<file path="config.mk">
export PLATFORM = sky130hd
export DESIGN_NAME = uart_rx
export DESIGN_NICKNAME = d
export VERILOG_FILES = /design/src/rtl/uart_rx_pkg.sv /design/src/rtl/uart_rx_sync.sv /design/src/rtl/uart_rx.sv
export SDC_FILE = /design/constraint.sdc
export NUM_CORES = 1
export LEC_CHECK = 0
export ABC_AREA = 0
export CAP_MARGIN = 10
export CORE_MARGIN = 2
export CORE_UTILIZATION = 35
export DETAILED_ROUTE_END_ITERATION = 10
export PLACE_DENSITY = 0.54
export SYNTH_ARGS = -nofsm -noshare
export SYNTH_HDL_FRONTEND = slang
export SYNTH_HIERARCHICAL = 1
export SYNTH_SLANG_ARGS = --single-unit
</file>
<file path="constraint.sdc">
create_clock -name clk_in -period 2.6 [get_ports clk_in]
set_clock_uncertainty 0.05 [all_clocks]
set_input_delay 0.26 -clock clk_in [delete_from_list [all_inputs] [get_ports clk_in]]
set_output_delay 0.26 -clock clk_in [all_outputs]
set_load 0.05 [all_outputs]
</file>
<file path="src/rtl/uart_rx_pkg.sv">
// Shared definitions for the UART receive path.
//   rx_state_t        : receiver FSM state encoding
//   DIV_DEFAULT       : clk_in cycles per bit (100 MHz / 115200)
//   DATA_BITS_DEFAULT : data bits per frame
package uart_rx_pkg;

  typedef enum logic [2:0] {
    ST_IDLE   = 3'd0,
    ST_START  = 3'd1,
    ST_DATA   = 3'd2,
    ST_PARITY = 3'd3,
    ST_STOP   = 3'd4
  } rx_state_t;

  localparam int DIV_DEFAULT       = 868;
  localparam int DATA_BITS_DEFAULT = 8;

endpackage

</file>
<file path="src/rtl/uart_rx_sync.sv">
// Two-flop synchronizer for the asynchronous rx line.
// Resets to 1 so the idle line never looks like a start bit.
//   clk_in : system clock
//   rst    : asynchronous, active-high reset
//   d      : asynchronous input
//   q      : synchronized output (2-cycle delay)
module uart_rx_sync (
  input  logic clk_in,
  input  logic rst,
  input  logic d,
  output logic q
);

  logic meta;

  always_ff @(posedge clk_in or posedge rst) begin
    if (rst) begin
      meta <= 1'b1;
      q    <= 1'b1;
    end else begin
      meta <= d;
      q    <= meta;
    end
  end

endmodule

</file>
<file path="src/rtl/uart_rx.sv">
// UART receiver: start-bit detect, mid-bit sampling, LSB-first data recovery.
// Optional even-parity bit when UART_RX_PARITY_EN is defined (default: 8N1).
//   clk_in      : system clock
//   rst         : asynchronous, active-high reset
//   rx          : serial line, idle high, asynchronous
//   data_out    : last good byte, held until the next good frame
//   data_valid  : one-cycle pulse, data_out updated
//   framing_err : one-cycle pulse, stop bit sampled low
//   parity_err  : one-cycle pulse, parity mismatch (0 without UART_RX_PARITY_EN)
//   busy        : high from start detect until back in IDLE
//
// state     | meaning
// ----------+------------------------------------------------------------
// ST_IDLE   | waiting for a falling edge on rx_s (line must be seen high)
// ST_START  | half-bit wait, then confirm start bit is still low
// ST_DATA   | sample one data bit per bit period, LSB first
// ST_PARITY | sample the parity bit (parity builds only)
// ST_STOP   | sample the stop bit, issue strobe, return to IDLE mid-stop
module uart_rx
  import uart_rx_pkg::*;
#(
  parameter int DIV       = DIV_DEFAULT,
  parameter int DATA_BITS = DATA_BITS_DEFAULT
) (
  input  logic                 clk_in,
  input  logic                 rst,
  input  logic                 rx,
  output logic [DATA_BITS-1:0] data_out,
  output logic                 data_valid,
  output logic                 framing_err,
  output logic                 parity_err,
  output logic                 busy
);

  localparam int CNT_W = $clog2(DIV);
  localparam int IDX_W = $clog2(DATA_BITS);

  logic rx_s;

  rx_state_t            state, state_nxt;
  logic [CNT_W-1:0]     cnt, cnt_nxt;
  logic [IDX_W-1:0]     idx, idx_nxt;
  logic [DATA_BITS-1:0] shift, shift_nxt;
  logic [DATA_BITS-1:0] data_nxt;
  logic                 valid_nxt, ferr_nxt;
  logic                 seen_high, seen_nxt;
  logic                 cnt_last;
`ifdef UART_RX_PARITY_EN
  logic                 par_bit, par_nxt;
  logic                 perr_nxt;
`endif

  uart_rx_sync u_sync (
    .clk_in (clk_in),
    .rst    (rst),
    .d      (rx),
    .q      (rx_s)
  );

  assign busy     = (state != ST_IDLE);
  assign cnt_last = (cnt == CNT_W'(DIV - 1));

  always_ff @(posedge clk_in or posedge rst) begin
    if (rst) begin
      state       <= ST_IDLE;
      cnt         <= '0;
      idx         <= '0;
      shift       <= '0;
      data_out    <= '0;
      data_valid  <= 1'b0;
      framing_err <= 1'b0;
      seen_high   <= 1'b0;
    end else begin
      state       <= state_nxt;
      cnt         <= cnt_nxt;
      idx         <= idx_nxt;
      shift       <= shift_nxt;
      data_out    <= data_nxt;
      data_valid  <= valid_nxt;
      framing_err <= ferr_nxt;
      seen_high   <= seen_nxt;
    end
  end

`ifdef UART_RX_PARITY_EN
  always_ff @(posedge clk_in or posedge rst) begin
    if (rst) begin
      par_bit    <= 1'b0;
      parity_err <= 1'b0;
    end else begin
      par_bit    <= par_nxt;
      parity_err <= perr_nxt;
    end
  end
`else
  assign parity_err = 1'b0;
`endif

  always_comb begin
    state_nxt = state;
    cnt_nxt   = cnt;
    idx_nxt   = idx;
    shift_nxt = shift;
    data_nxt  = data_out;
    valid_nxt = 1'b0;
    ferr_nxt  = 1'b0;
    // Only a high level seen while idle arms start detection, so a line held
    // low after a broken frame is not mistaken for a new start bit.
    seen_nxt  = (state == ST_IDLE) && rx_s;
`ifdef UART_RX_PARITY_EN
    par_nxt   = par_bit;
    perr_nxt  = 1'b0;
`endif

    case (state)
      ST_IDLE: begin
        if (!rx_s && seen_high) begin
          state_nxt = ST_START;
          cnt_nxt   = '0;
        end
      end

      ST_START: begin
        if (cnt == CNT_W'(DIV / 2 - 1)) begin
          cnt_nxt = '0;
          if (rx_s) begin
            state_nxt = ST_IDLE;
          end else begin
            state_nxt = ST_DATA;
            idx_nxt   = '0;
          end
        end else begin
          cnt_nxt = cnt + 1'b1;
        end
      end

      ST_DATA: begin
        if (cnt_last) begin
          cnt_nxt        = '0;
          shift_nxt[idx] = rx_s;
          if (idx == IDX_W'(DATA_BITS - 1)) begin
`ifdef UART_RX_PARITY_EN
            state_nxt = ST_PARITY;
`else
            state_nxt = ST_STOP;
`endif
          end else begin
            idx_nxt = idx + 1'b1;
          end
        end else begin
          cnt_nxt = cnt + 1'b1;
        end
      end

`ifdef UART_RX_PARITY_EN
      ST_PARITY: begin
        if (cnt_last) begin
          cnt_nxt   = '0;
          par_nxt   = rx_s;
          state_nxt = ST_STOP;
        end else begin
          cnt_nxt = cnt + 1'b1;
        end
      end
`endif

      ST_STOP: begin
        if (cnt_last) begin
          cnt_nxt   = '0;
          state_nxt = ST_IDLE;
          if (!rx_s) begin
            ferr_nxt = 1'b1;
`ifdef UART_RX_PARITY_EN
          end else if (^{shift, par_bit}) begin
            perr_nxt = 1'b1;
`endif
          end else begin
            data_nxt  = shift;
            valid_nxt = 1'b1;
          end
        end else begin
          cnt_nxt = cnt + 1'b1;
        end
      end

      default: begin
        state_nxt = ST_IDLE;
        cnt_nxt   = '0;
      end
    endcase
  end

endmodule
</file>
==> flow_summary.yaml, run 1 <==
logic_synthesis:
  ys_types: 41
  synth-warning-count: 6
  syn-num-nets: 175
  synth_seq_cells: 37
  synthTopCellsByArea: "dfrtp_1, mux2_2, dfstp_2"
  netlist.area_leader.share_pct: 48.3
  synth.largest_area_cell: "dfrtp_1"
  netlist_area_sq_um: 1810
  yosysSeqAreaShare_pct: 51.2
  syn_inst: 168
  avgSynthCellArea_sq_um: 10.8
sta:
  worst_pin_slew_ns: 0.520
  slew_headroom_pct: 65.0
  min_period_over_period_pct: 93.5
  rsz0062_at_grt: "no"
  timing.final.ws_setup_ns: 0.168
  hold_viol: 0
  max_freq_mhz: 411
  fin_crit_ns: 2.43
  setup_viol: 0
  tns_ns: 0
  maxSlewViolCount: 0
clock_network:
  clk_pin_slew_ns: 0.07
  cts_hold_buf: 0
  clkSinkCount: 37
  cts_resized: 0
  cts_setup_buffers: 0
  clock_latency_ns: 0.28
  clock_path_buffers: 2
  htreeDepth: 2
  cts_tree: "done"
  cts_root_buf: "clkbuf_8"
  cts_made_buffers: 5
detailed_routing:
  vias_per_cell: 4.97
  first_pass_iters: 4
  routed-via-count: 1242
  antenna_left: 0
  wl_per_cell_um: 13.1
  drc: 0
  drt-total-wl_um: 3280
  drtIter0Drc: 43
global_route:
  grt_use_met1_pct: 14.7
  first_global_vias: 1257
  grt-busiest-layer: "met2"
  grt_pass1_wl_um: 5960
  antenna_found_initial: 0
  grt_overflow: 0
  grt_usage_pct: 13.1
  met3_usage_pct: 4.86
  use_met2_pct: 22.5
  grt_max_degree: 36
die:
  initial_core_util_pct: 36.0
  num_rows: 26
  fp.dieW_um: 76.0
  boundaryPins: 15
  core_area_sq_um: 5040
  die_area_sq_um: 5770
  die_y_um: 76.0
setup_path:
  crit_chain: "nand4bb_1, or4_1, or3_4, nor3_1, mux2_2"
  cp.arrival_ns: 2.55
  slowest_delay_ns: 0.62
  r2r_start: "cnt[3]$_DFFE_PP0N_"
  required_ns: 2.72
  r2r_end: "shift[0]$_DFFE_PP0P_"
  startpoint: "cnt[3]$_DFFE_PP0N_"
  reg2reg_slack_ns: 0.17
  r2r_cells: 5
  crit_type: "register to register"
  crit_fanout: 7
  startpoint_type: "register"
  slowest_stage: "or4_1"
  crit_path_end_kind: "register"
min_path:
  worst_hold_path_type: "input port to async pin"
power:
  peakVddDrop_mv: 0.398
  p_per_area_nw_per_um2: 741
  power_leakage_nw: 0.988
cells_and_area:
  finalNetCount: 187
  final_cell_area_sq_um: 2090
  drive_gt1_share_pct: 17.8
  area_growth_pct: 15.5
  antenna_cells: 0
place:
  dp_hpwl_um: 2320
  io_buffers: 13
  dpl_cell_area_sq_um: 1990
  gp_congestion: 0.870
  post-place-ws_ns: 0.181
flow_run:
  cap_violations: 0
outcome:
  outcome: "completed"
-- cell usage after synthesis --
master	count
nand3_1	7
o22a_1	1
mux2_2	17
ha_1	4
buf_2	2
clkbuf_1	4
nor3b_1	4
mux2i_1	1
nor2b_1	1
buf_1	1
nor3_1	6
and4_1	1
nand3b_1	3
nor4_1	2
a2bb2oi_1	1
or3_1	1
xor2_1	2
dfstp_2	2
xnor2_1	2
a31oi_1	1
mux2_4	1
nand2_1	12
a22oi_1	1
o31ai_1	1
inv_1	8
nor2_1	11
o211ai_1	2
or3_4	1
conb_1	1
buf_6	1
a21oi_1	2
nand4bb_1	1
nor3b_2	2
o21ai_0	9
or4_1	1
a21o_1	4
buf_4	2
o22ai_1	2
and3_1	6
dfrtp_1	35
and2_1	2
-- layout make-up --
cell class | instances | area, sq um
fillers | 485 | 2950
flip-flops and latches | 37 | 928
multi-input cells | 113 | 800
repair buffers | 15 | 145
well taps | 70 | 87.6
clock buffers | 5 | 68.8
clock inverters | 2 | 35.0
inverters | 8 | 30.0
-- report_power, final --
group	switching, W	internal [W]
clock	0.000192	0.000278
combinational	0.000229	0.000154
sequential	0.0000714	0.000628
total	0.000493	0.00106
-- metal layers --
layer  part of all wire (%)  vias up
li1                       -      607
met1                     44      611
met2                     52       18
met3                    3.0        6
met4                    1.3        0
met5                      0        -
-- worst max-delay path by stage --
stage                                end  slack (ns)
CTS                 shift[0]$_DFFE_PP0P_        0.17
finish              shift[0]$_DFFE_PP0P_        0.17
floorplan           shift[4]$_DFFE_PP0P_        0.30
global route        shift[2]$_DFFE_PP0P_        0.02
detailed placement  shift[2]$_DFFE_PP0P_        0.18
global placement    shift[4]$_DFFE_PP0P_        0.23
-- placed cells by master, fill, tap and decap left out, types with 3 or more instances in the layout --
cell | netlist | layout
nor3b_1 | 4 | 4
nand3b_1 | 3 | 3
nor3_1 | 6 | 6
and3_1 | 6 | 6
mux2_2 | 17 | 17
nand3_1 | 7 | 7
dfrtp_1 | 35 | 35
a21o_1 | 4 | 4
nand2_1 | 12 | 12
ha_1 | 4 | 4
nor2_1 | 11 | 11
clkdlybuf4s50_1 | 0 | 13
o21ai_0 | 9 | 9
clkbuf_8 | 0 | 5
inv_1 | 8 | 8
-- metrics by stage --
| stage | hold WS [ns] | power (W) | cells | util, % |
|---|---|---|---|---|
| floorplan | 0.122 | 0.000997 | 168 | - |
| global placement | 0.298 | 0.00108 | 243 | 39.5 |
| detailed placement | 0.298 | 0.00110 | 243 | 39.5 |
| CTS | 0.261 | 0.00157 | 250 | 41.5 |
| global route | 0.263 | 0.00168 | 250 | 41.5 |
| finish | 0.270 | 0.00155 | 250 | 41.5 |
-- registers in the layout, indices dropped and copies added, names as in the netlist --
name         count
seen_high        1
u_sync/meta      1
state            3
cnt             10
data_out         8
idx              3
data_valid       1
shift            8
framing_err      1
u_sync/q         1
-- cell families after synthesis --
logic type	synth area share (%)
AO/OA/AOI/OAI	8.35
XOR/XNOR	1.93
adder cells (fa/ha/maj)	2.76
buffers and inverters	4.69
flip-flops	51.2
multiplexers	11.9
other	0.207
AND/OR/NAND/NOR	18.9
-- critical path: cells and delay by family (launching register included) --
kind          cells  cell delay, ns
mux               1            0.36
simple gates      4            1.47
flops             1            0.44
(Power assumes the default switching activity.)
==> run 2: changes to the inputs <==
CTS_CLUSTER_DIAMETER = 120   (was not set)
==> results of run 2 <==
Final layout, timing and power as in run 1 (identical DEF).
